===== src/rtl/layer_addr_sequencer_if.sv =====
`default_nettype none
// +----------------------------------------------------------------------------+
// | Module   : layer_addr_sequencer_if                                         |
// | Purpose  : Command and address bus for the layer address sequencer.        |
// | Revision : 1.0  initial release                                            |
// +----------------------------------------------------------------------------+
interface layer_addr_sequencer_if #(
    parameter int ADDR_W = 8,
    parameter int CNT_W  = 8
);
    logic              start;
    logic              cont;
    logic              stall;
    logic [CNT_W-1:0]  n_in;
    logic [CNT_W-1:0]  n_out;
    logic [ADDR_W-1:0] w_base;
    logic [ADDR_W-1:0] x_base;
    logic [ADDR_W-1:0] y_base;
    logic              busy;
    logic              done;
    logic              err;
    logic              addr_valid;
    logic              first_term;
    logic              last_term;
    logic              bias_term;
    logic              y_write;
    logic [ADDR_W-1:0] w_addr;
    logic [ADDR_W-1:0] x_addr;
    logic [ADDR_W-1:0] y_addr;

    modport master (
        output start, cont, stall, n_in, n_out, w_base, x_base, y_base,
        input  busy, done, err, addr_valid, first_term, last_term, bias_term,
               y_write, w_addr, x_addr, y_addr
    );

    modport slave (
        input  start, cont, stall, n_in, n_out, w_base, x_base, y_base,
        output busy, done, err, addr_valid, first_term, last_term, bias_term,
               y_write, w_addr, x_addr, y_addr
    );
endinterface
`default_nettype wire


===== src/rtl/layer_addr_sequencer.sv =====
`default_nettype none
// +----------------------------------------------------------------------------+
// | Module   : layer_addr_sequencer                                            |
// | Purpose  : Walks weight/input/output addresses for one neural-net layer.   |
// | Revision : 1.0  initial release                                            |
// +----------------------------------------------------------------------------+
module layer_addr_sequencer #(
    parameter int ADDR_W  = 8,
    parameter int CNT_W   = 8,
    parameter int BIAS_EN = 0
) (
    input wire clk,
    input wire reset,
    layer_addr_sequencer_if.slave bus
);
    localparam int              c_TW   = CNT_W + 1;
    localparam logic [c_TW-1:0] c_BIAS = c_TW'(BIAS_EN);
    localparam logic [1:0]      c_IDLE = 2'd0;
    localparam logic [1:0]      c_RUN  = 2'd1;
    localparam logic [1:0]      c_DONE = 2'd2;

    logic [1:0]        r_state;
    logic [CNT_W-1:0]  r_n_in;
    logic [CNT_W-1:0]  r_n_out;
    logic [CNT_W-1:0]  r_j;
    logic [c_TW-1:0]   r_i;
    logic [ADDR_W-1:0] r_k;
    logic [ADDR_W-1:0] r_wb;
    logic [ADDR_W-1:0] r_xb;
    logic [ADDR_W-1:0] r_yb;
    logic [ADDR_W-1:0] r_cw;
    logic [ADDR_W-1:0] r_cx;
    logic [ADDR_W-1:0] r_cy;
    logic              r_err;

    logic [c_TW-1:0]   w_terms;
    logic [c_TW-1:0]   w_x_off;
    logic              w_run;
    logic              w_valid;
    logic              w_first;
    logic              w_last;
    logic              w_bias;
    logic              w_last_neuron;
    logic              w_accept;
    logic [ADDR_W-1:0] w_w_addr;
    logic [ADDR_W-1:0] w_x_addr;
    logic [ADDR_W-1:0] w_y_addr;

    always_comb begin
        // One extra bit keeps n_in = 2^CNT_W-1 plus a bias term representable
        w_terms       = {1'b0, r_n_in} + c_BIAS;
        w_run         = (r_state == c_RUN);
        w_valid       = w_run & ~bus.stall;
        w_first       = (r_i == '0);
        w_last        = (r_i == w_terms - c_TW'(1));
        w_bias        = (BIAS_EN != 0) && (r_i == {1'b0, r_n_in});
        w_last_neuron = (r_j == r_n_out - CNT_W'(1));
        w_x_off       = w_bias ? ({1'b0, r_n_in} - c_TW'(1)) : r_i;
        w_accept      = bus.start & (|bus.n_in) & (|bus.n_out);
        if (w_run) begin
            w_w_addr = r_wb + r_k;
            w_x_addr = r_xb + ADDR_W'(w_x_off);
            w_y_addr = r_yb + ADDR_W'(r_j);
        end else begin
            w_w_addr = r_wb;
            w_x_addr = r_xb;
            w_y_addr = r_yb;
        end
    end

    always_ff @(posedge clk) begin
        if (reset) begin
            r_state <= c_IDLE;
            r_n_in  <= '0;
            r_n_out <= '0;
            r_i     <= '0;
            r_j     <= '0;
            r_k     <= '0;
            r_wb    <= '0;
            r_xb    <= '0;
            r_yb    <= '0;
            r_cw    <= '0;
            r_cx    <= '0;
            r_cy    <= '0;
            r_err   <= 1'b0;
        end else begin
            r_err <= 1'b0;
            case (r_state)
                c_IDLE: begin
                    if (bus.start) begin
                        if (w_accept) begin
                            r_state <= c_RUN;
                            r_n_in  <= bus.n_in;
                            r_n_out <= bus.n_out;
                            r_i     <= '0;
                            r_j     <= '0;
                            r_k     <= '0;
                            if (bus.cont) begin
                                r_wb <= r_cw;
                                r_xb <= r_cx;
                                r_yb <= r_cy;
                            end else begin
                                r_wb <= bus.w_base;
                                r_xb <= bus.x_base;
                                r_yb <= bus.y_base;
                            end
                        end else begin
                            r_err <= 1'b1;
                        end
                    end
                end
                c_RUN: begin
                    if (w_valid) begin
                        r_k <= r_k + ADDR_W'(1);
                        if (w_last) begin
                            r_i <= '0;
                            r_j <= r_j + CNT_W'(1);
                            // Continuation points one past the last address used
                            if (w_last_neuron) begin
                                r_state <= c_DONE;
                                r_cw    <= w_w_addr + ADDR_W'(1);
                                r_cx    <= r_xb + ADDR_W'(r_n_in);
                                r_cy    <= w_y_addr + ADDR_W'(1);
                            end
                        end else begin
                            r_i <= r_i + c_TW'(1);
                        end
                    end
                end
                c_DONE:  r_state <= c_IDLE;
                default: r_state <= c_IDLE;
            endcase
        end
    end

    // Outputs are forced low while reset is held, regardless of prior state
    assign bus.busy       = ~reset & w_run;
    assign bus.done       = ~reset & (r_state == c_DONE);
    assign bus.err        = ~reset & r_err;
    assign bus.addr_valid = ~reset & w_valid;
    assign bus.first_term = ~reset & w_valid & w_first;
    assign bus.last_term  = ~reset & w_valid & w_last;
    assign bus.bias_term  = ~reset & w_valid & w_bias;
    assign bus.y_write    = ~reset & w_valid & w_last;
    assign bus.w_addr     = reset ? '0 : w_w_addr;
    assign bus.x_addr     = reset ? '0 : w_x_addr;
    assign bus.y_addr     = reset ? '0 : w_y_addr;
endmodule
`default_nettype wire


===== src/flat_wrapper.sv =====
// flat-port wrapper written by rule: the top's interface ports become plain ports
module layer_addr_sequencer_flat 
#(
    parameter int ADDR_W  = 8,
    parameter int CNT_W   = 8,
    parameter int BIAS_EN = 0
)
  (clk, reset, bus_start, bus_cont, bus_stall, bus_n_in, bus_n_out, bus_w_base, bus_x_base, bus_y_base, bus_busy, bus_done, bus_err, bus_addr_valid, bus_first_term, bus_last_term, bus_bias_term, bus_y_write, bus_w_addr, bus_x_addr, bus_y_addr);
  layer_addr_sequencer_if #(.ADDR_W(ADDR_W), .CNT_W(CNT_W)) bus_i ();
  input wire clk;
  input wire reset;
  input wire logic [$bits(bus_i.start)-1:0] bus_start;
  input wire logic [$bits(bus_i.cont)-1:0] bus_cont;
  input wire logic [$bits(bus_i.stall)-1:0] bus_stall;
  input wire logic [$bits(bus_i.n_in)-1:0] bus_n_in;
  input wire logic [$bits(bus_i.n_out)-1:0] bus_n_out;
  input wire logic [$bits(bus_i.w_base)-1:0] bus_w_base;
  input wire logic [$bits(bus_i.x_base)-1:0] bus_x_base;
  input wire logic [$bits(bus_i.y_base)-1:0] bus_y_base;
  output wire logic [$bits(bus_i.busy)-1:0] bus_busy;
  output wire logic [$bits(bus_i.done)-1:0] bus_done;
  output wire logic [$bits(bus_i.err)-1:0] bus_err;
  output wire logic [$bits(bus_i.addr_valid)-1:0] bus_addr_valid;
  output wire logic [$bits(bus_i.first_term)-1:0] bus_first_term;
  output wire logic [$bits(bus_i.last_term)-1:0] bus_last_term;
  output wire logic [$bits(bus_i.bias_term)-1:0] bus_bias_term;
  output wire logic [$bits(bus_i.y_write)-1:0] bus_y_write;
  output wire logic [$bits(bus_i.w_addr)-1:0] bus_w_addr;
  output wire logic [$bits(bus_i.x_addr)-1:0] bus_x_addr;
  output wire logic [$bits(bus_i.y_addr)-1:0] bus_y_addr;
  assign bus_i.start = bus_start;
  assign bus_i.cont = bus_cont;
  assign bus_i.stall = bus_stall;
  assign bus_i.n_in = bus_n_in;
  assign bus_i.n_out = bus_n_out;
  assign bus_i.w_base = bus_w_base;
  assign bus_i.x_base = bus_x_base;
  assign bus_i.y_base = bus_y_base;
  assign bus_busy = bus_i.busy;
  assign bus_done = bus_i.done;
  assign bus_err = bus_i.err;
  assign bus_addr_valid = bus_i.addr_valid;
  assign bus_first_term = bus_i.first_term;
  assign bus_last_term = bus_i.last_term;
  assign bus_bias_term = bus_i.bias_term;
  assign bus_y_write = bus_i.y_write;
  assign bus_w_addr = bus_i.w_addr;
  assign bus_x_addr = bus_i.x_addr;
  assign bus_y_addr = bus_i.y_addr;
  layer_addr_sequencer #(.ADDR_W(ADDR_W), .CNT_W(CNT_W), .BIAS_EN(BIAS_EN)) u_core (.clk(clk), .reset(reset), .bus(bus_i));
endmodule

===== config.mk =====
export PLATFORM = sky130hd
export DESIGN_NAME = layer_addr_sequencer_flat
export DESIGN_NICKNAME = d
export VERILOG_FILES = /design/src/rtl/layer_addr_sequencer_if.sv /design/src/rtl/layer_addr_sequencer.sv /design/src/flat_wrapper.sv
export SDC_FILE = /design/constraint.sdc
export NUM_CORES = 1
export LEC_CHECK = 0
export CORE_ASPECT_RATIO = 0.9
export CORE_MARGIN = 1
export CORE_UTILIZATION = 40
export CTS_BUF_LIST = sky130_fd_sc_hd__clkbuf_4
export CTS_CLUSTER_SIZE = 25
export DETAILED_ROUTE_END_ITERATION = 8
export GPL_TIMING_DRIVEN = 0
export HOLD_SLACK_MARGIN = 0.08
export SLEW_MARGIN = 20
export SYNTH_ARGS = -nofsm -noshare
export SYNTH_HDL_FRONTEND = slang
export SYNTH_SLANG_ARGS = --single-unit

===== constraint.sdc =====
create_clock -name clk -period 4.5 [get_ports clk]
set_input_delay 0.45 -clock clk [delete_from_list [all_inputs] [get_ports clk]]
set_output_delay 0.45 -clock clk [all_outputs]
set_load 0.005 [all_outputs]

==> results of run 1 <==
-- placed cells by master (no fill, tap or decap), types with 6 or more instances in the layout --
master           netlist  routed
nand2b_1               9       9
nand4_1               12      12
a211oi_1              31      31
nor4_1                 8       8
nor2_1                97      97
xor2_1                23      23
clkbuf_4               0       9
and3_1                 6       6
a21o_1                12      12
inv_1                 22      22
nor3_1                19      19
dfxtp_1               92      92
clkdlybuf4s50_1        0      74
o21ai_0               16      16
xnor2_1               41      41
clkbuf_1              35      34
nor3b_1                6       6
mux2i_1               47      47
nand3_1                9       9
nand3b_1               6       6
a21oi_1               46      46
o21a_1                10      10
ha_1                  36      36
nor2b_1               16      16
nand2_1               74      74
-- area by class of cell --
cell class	count	area (µm²)	share of cell area, %
Multi-Input combinational cell	578	3882	54.53
Sequential cell	92	1842	25.87
Timing Repair Buffer	74	740.7	10.40
Tap cell	198	247.7	3.480
Buffer	42	190.2	2.671
Inverter	22	82.58	1.160
Clock buffer	9	67.56	0.9490
Clock inverter	7	66.31	0.9315
-- power groups by stage --
stage          combinational [µW]  clock [µW]  sequential [µW]
2_1_floorplan                 261           0              889
3_3_place_gp                  398           0              902
3_5_place_dp                  409           0              903
4_1_cts                       411         479              886
5_1_grt                       455         520              892
6_report                      413         473              886
-- how the worst min path moves through the flow --
| stage | end | cells after the start | slack (ps) | from |
|---|---|---|---|---|
| detailed placement | u_core.r_cx[1] | 2 | 450 | u_core.r_cx[1] |
| CTS | u_core.r_cx[1] | 2 | 470 | u_core.r_cx[1] |
| global route | u_core.r_cx[1] | 2 | 500 | u_core.r_cx[1] |
| global placement | u_core.r_cx[1] | 2 | 440 | u_core.r_cx[1] |
| floorplan | u_core.r_cx[1] | 2 | 440 | u_core.r_cx[1] |
| finish | u_core.r_cx[1] | 2 | 470 | u_core.r_cx[1] |
-- metal layers --
layer / up-vias / part of all wire (%) / wire length, µm
met1: 2618 / 50 / 8512
li1: 2733 / - / -
met5: - / 0 / 0
met4: 0 / 2.2 / 369
met2: 114 / 44 / 7404
met3: 26 / 4.3 / 728
-- through the flow --
stage          total power (µW)  worst slack, ps
2_1_floorplan              1150             1476
3_3_place_gp               1300            568.4
3_5_place_dp               1312            539.4
4_1_cts                    1776            135.5
5_1_grt                    1867            15.50
6_report                   1772            191.7
-- worst register-to-register path: cells and delay by family, from the launching register on --
| kind | cells | cell delay [ps] |
|---|---|---|
| AOI/OAI and AO/OA | 2 | 260 |
| and+or+nand+nor | 5 | 1210 |
| xor gates and xnor gates | 1 | 160 |
| DFF | 1 | 340 |
| buffers and inverters | 4 | 1760 |
| adders and majority gates | 1 | 260 |
-- logic make-up (layout without fill, tap and decap cells) --
| group | count (synthesis) | count (layout) | synth area share (%) |
|---|---|---|---|
| simple gates | 286 | 286 | 22.96 |
| compound gates | 138 | 138 | 15.11 |
| mux | 48 | 48 | 8.034 |
| flops | 92 | 92 | 30.72 |
| buf+inv | 64 | 154 | 4.528 |
| xor+xnor | 65 | 65 | 9.745 |
| other cells | 1 | 1 | 0.06254 |
| fa+ha+maj | 40 | 40 | 8.848 |
-- timing repair --
action / in CTS / in global routing
gates resized for setup: 0 / 2
endpoints found under the setup margin: 0 / 2
setup buffers: 0 / 0
-- sequential cells by signal (all words and copies together), names as in the netlist --
| signal | flops |
|---|---|
| u_core.r_state | 2 |
| u_core.r_err | 1 |
| u_core.r_xb | 8 |
| u_core.r_n_out | 8 |
| u_core.r_k | 8 |
| u_core.r_cw | 8 |
| u_core.r_wb | 8 |
| u_core.r_n_in | 8 |
| u_core.r_yb | 8 |
| u_core.r_i | 9 |
| u_core.r_cy | 8 |
| u_core.r_cx | 8 |
| u_core.r_j | 8 |
==> results.cfg, run 1 <==
[place]
placedInstanceArea_um2 = 6984
place_congestion = 0.9373
dp_hpwl_um = 13140
dp_cells = 1006
io_buffers = 74

[clock_tree]
clock_latency_ps = 480
cts.clk_slew.worst_paths_ps = 160
root_buffer = clkbuf_4
cts-htree-levels = 3
ctsHoldBuffers = 0
numCtsBuffers = 9
cts_sinks = 92
cts_tree = built
clockBufferDepth = 2

[global_route]
use_met3_pct = 5.523
grt_pass1_wl_um = 27860
grt_pass1_vias = 5461
use_met1_pct = 33.47
gr-total-overflow = 0
grt_busiest_layer = met2
use_met2_pct = 34.69
gr-usage-all-layers_pct = 23.45
antenna_found_initial = 0
grt_max_degree = 16

[worst_setup_path]
crit_path_end_kind = primary output
path_depth = 8
crit_top_cell = or4_4
crit_path_max_incr_delay_ps = 590
path_delay_family = simple AND/OR/NAND/NOR gates
path_max_fanout = 6
critPathSlowestCell = or4_4
crit_type = reg2out
crit_buf_inv = 2
regToRegSetupSlack_ps = 450
critPathLaunch = u_core.r_n_in[2]
cp.arrival_ps = 3860
rr_endpoint = u_core.r_cw[6]
crit_path_end = bus_y_write
reg2regPathDepth = 13
rr_startpoint = u_core.r_state[1]
worstPathCellList = or4_4 -> or4_1 -> o41ai_1 -> a31oi_1 -> or4_4 -> nor4_1 -> buf_4 -> clkdlybuf4s50_1
worstSetupStartpointType = flip-flop
worstPathRequired_ps = 4050

[power_and_ir_drop]
p_leak_uw = 0.002835
netSwitchingFraction_pct = 32.28
p_sw_uw = 572.1
pwr-share-clk_pct = 26.7
powerDensity_nw_per_um2 = 248.9
intPower_uw = 1200
p_seq_share_pct = 50.0
vdd_drop_max_mv = 0.1735
comb_power_share_pct = 23.3

[synth]
synth_top_area_share_pct = 30.72
syn_avg_cell_area_um2 = 8.169
synth_top_area_cell = dfxtp_1
syn_nets = 819
ys_warn_count = 0
synth-edff-count = 0
syn_inst = 734
yosysSeqAreaShare_pct = 30.72
yosys_most_used_dff = dfxtp_1
ys_types = 57
synthMostInstantiatedCell = nor2_1
ys_ff_latch = 92
synthArstFlopShare_pct = 0
synthTopCellsByArea = dfxtp_1 31%, mux2i_1 7.8%, ha_1 7.5%
synthTopCellsByCount = 97 x nor2_1, 92 x dfxtp_1, 74 x nand2_1
synth_area_um2 = 5996

[timing]
finalHoldViolCount = 0
worstMarginPinSlew_ps = 1003
setup_viol_count_final = 0
final.setup.tns_ps = 0
clock.fmax_mhz = 232.1
finClkSkew_ps = 20.69
min_period_ps = 4308
rsz0062_at_grt = no
relSlewSlack_pct = 32.27
drv_slew = 0
finalCritPeriodShare_pct = 95.74
timing.hold.ws_ps = 471.0

[routing]
wire_per_inst_um = 16.65
vias = 5491
drt-initial-drc-count = 268
avgViaCountPerCell = 5.373
drc_errors = 0
wirelength_um = 17020
final_antenna_net_count = 0
drt_pass1_iterations = 5

[finish]
utilization_pct = 48.56
nFillCells = 1428
stdcell_count = 1022
drive_above_1_share_pct = 3.519
design_area_um2 = 7119
antennaDiodeCount = 0
final_nets = 904
areaGrowthSynthToFinish_pct = 18.74

[die]
fp.dieW_um = 131.1
start_util_pct = 40.89
die_h_um = 118.2
core_um2 = 14660
rows = 42
ios = 77
design.die.area_um2 = 15480

[run_status]
outcome = finished clean

[min_path]
hp-class = reg2reg

[job]
drv_cap = 0
Note: power is estimated with default switching activity, not from simulation.
==> inputs of run 2 (changes only) <==
--- a/config.mk
+++ b/config.mk
@@ -7,12 +7,13 @@
 export LEC_CHECK = 0
 export CORE_ASPECT_RATIO = 0.9
 export CORE_MARGIN = 1
-export CORE_UTILIZATION = 40
+export CORE_UTILIZATION = 35
 export CTS_BUF_LIST = sky130_fd_sc_hd__clkbuf_4
 export CTS_CLUSTER_SIZE = 25
 export DETAILED_ROUTE_END_ITERATION = 8
 export GPL_TIMING_DRIVEN = 0
 export HOLD_SLACK_MARGIN = 0.08
+export PLACE_DENSITY_LB_ADDON = 0.15
 export SLEW_MARGIN = 20
 export SYNTH_ARGS = -nofsm -noshare
 export SYNTH_HDL_FRONTEND = slang
==> constraint.sdc (replaced) <==
create_clock -name clk -period 5.4 [get_ports clk]
set_input_delay 0.54 -clock clk [delete_from_list [all_inputs] [get_ports clk]]
set_output_delay 0.54 -clock clk [all_outputs]
set_load 0.005 [all_outputs]
==> run 2 against run 1 <==
Compared with the run above: via count shrank 0.38%; sequential share of layout area decreased by 0.077 points; largest cell class unchanged; non-clock buffer count stayed put; power decreased by 16%; critical path depth unchanged; final cell count grew 1.5%; register-to-register slack improved by 880 ps; highest routed layer unchanged; clock power fell by 16%; utilization fell by 6.1 points; final area grew 0.30%; worst hold slack barely moved; clock skew shrank 2.0 ps; largest power group unchanged.
==> results.cfg, run 2 (synthesis results as in run 1) <==
[run_status]
outcome = finished clean

[finish]
nFillCells = 1708
largest_reg_flops = 9
mostFrequentLayoutCells = 97 x nor2_1, 92 x dfxtp_1, 74 x nand2_1, 74 x clkdlybuf4s50_1, 47 x mux2i_1
multi_input_area_um2 = 3882
drive_above_1_share_pct = 3.641
regArea_um2 = 1842
final_nets = 904
areaGrowthSynthToFinish_pct = 19.09
largest_register = u_core.r_i
mostFrequentLayoutCell = nor2_1

[worst_setup_path]
crit_buf_inv = 5
worstSetupStartpointType = flip-flop
regToRegSetupSlack_ps = 1330
cp.arrival_ps = 3930
worstPathCellList = clkbuf_1 -> nand2b_1 -> clkbuf_1 -> clkbuf_1 -> clkbuf_1 -> o21ai_0 -> a21oi_1 -> clkdlybuf4s50_1
crit_top_cell = clkbuf_1
path_max_fanout = 10
reg2regPathDepth = 13
rr_endpoint = u_core.r_cw[6]
crit_path_end_kind = primary output
critPathSlowestCell = clkbuf_1
rr_startpoint = u_core.r_state[1]
path_depth = 8
path_delay_family = buffers and inverters
crit_type = reg2out
worstPathRequired_ps = 4860
crit_path_max_incr_delay_ps = 610

[timing]
setup_viol_count_final = 0
setup_slack_ps = 933.7
finClkSkew_ps = 18.66
relSlewSlack_pct = 28.61
rsz0062_at_grt = no
finalHoldViolCount = 0
final.setup.tns_ps = 0
clock.fmax_mhz = 223.9
min_period_ps = 4466
finalCritPeriodShare_pct = 82.71
worstMarginPinSlew_ps = 1057
drv_slew = 0

[global_route]
grt_max_degree = 16
gr-usage-all-layers_pct = 20.42
use_met1_pct = 27.86
grt_pass1_vias = 5259
use_met3_pct = 3.916
gr-total-overflow = 0
use_met2_pct = 32.32
antenna_found_initial = 2
grt_pass1_wl_um = 27960
grt_busiest_layer = met2

[power_and_ir_drop]
pwr-share-clk_pct = 26.8
p_sw_uw = 483.1
intPower_uw = 999.1
vdd_drop_max_mv = 0.09770
netSwitchingFraction_pct = 32.59
p_leak_uw = 0.002833
p_seq_share_pct = 49.8
comb_power_share_pct = 23.3
powerDensity_nw_per_um2 = 207.6

[routing]
final_antenna_net_count = 0
drt_pass1_iterations = 5
wirelength_um = 17580
wire_per_inst_um = 16.95
vias = 5470
drt-initial-drc-count = 367
drc_errors = 0
avgViaCountPerCell = 5.275

[clock_tree]
root_buffer = clkbuf_4
clock_latency_ps = 500
cts_sinks = 92
ctsResizeCount = 0
cts-htree-levels = 3
clockBufferDepth = 2
ctsHoldBuffers = 0
cts_tree = built
numCtsBuffers = 9
cts.clk_slew.worst_paths_ps = 150
postCtsSetupBuffers = 0

[min_path]
holdPathStages = 2
hold_start = u_core.r_cx[1]
hp-class = reg2reg
holdPathEnd = u_core.r_cx[1]

[place]
io_buffers = 74
pre_cts_ws_ps = 1446
place_congestion = 0.9234
dp_hpwl_um = 13520

[die]
start_util_pct = 35.62
design.die.area_um2 = 17660
die_h_um = 126.2
fp.dieW_um = 140.0
core_um2 = 16830
rows = 45
ios = 77

[job]
drv_cap = 0
==> run 2: cell types whose count changed in the layout (fill, tap and decap cells not counted), sizes merged <==
cell      change
diode         +2
clkinvlp      +1
inv           -1
==> run 2: area by class of cell <==
| class | count | share of cell area, % |
|---|---|---|
| buffer | 42 | 2.646 |
| timing repair buffer | 74 | 10.37 |
| tap | 211 | 3.697 |
| clock buffer | 9 | 0.9462 |
| clock inverter | 7 | 0.9462 |
| multi-input combinational | 578 | 54.37 |
| antenna | 2 | 0.07009 |
| inverter | 22 | 1.156 |
| sequential | 92 | 25.79 |
==> run 2: worst max-delay path by stage <==
stage                           endpoint               from  slack [ps]
after global placement    u_core.r_cw[6]  u_core.r_state[1]        1470
after CTS                    bus_y_write   u_core.r_n_in[2]         890
final                      bus_x_addr[7]  u_core.r_state[1]         930
after detailed placement  u_core.r_cw[6]  u_core.r_state[1]        1450
after floorplan              bus_y_write   u_core.r_n_in[2]        2320
after global routing       bus_x_addr[7]  u_core.r_state[1]         710
==> run 2: metrics by stage <==
| stage | util, % | hold WS, ps | std cells | area [µm²] | total power, µW |
|---|---|---|---|---|---|
| CTS | 42.39 | 470.0 | 1035 | 7136 | 1492 |
| floorplan | - | 436.0 | 734 | 5996 | 958.3 |
| detailed placement | 41.58 | 450.4 | 1019 | 7000 | 1096 |
| finish | 42.42 | 470.7 | 1037 | 7141 | 1482 |
| global route | 42.42 | 504.8 | 1037 | 7141 | 1560 |
| global placement | 41.58 | 443.1 | 1019 | 7000 | 1088 |
==> run 2: power by group through the flow <==
stage	sequential (µW)	clock (µW)	combinational, µW
after floorplan	740	0	218
after global placement	752	0	336
after detailed placement	753	0	343
after CTS	738	409	345
after global routing	744	437	379
final	739	398	346
==> run 2: metal layers <==
layer | wire length (µm) | part of all wire [%]
met1 | 8627 | 49
met2 | 7737 | 44
met3 | 866 | 4.9
met4 | 349 | 2.0
met5 | 0 | 0
==> run 2: worst min-delay path, stage by stage (launching register included) <==
cell and delay, ps:
dfxtp_1 340, nand2_1 50, a21oi_1 50
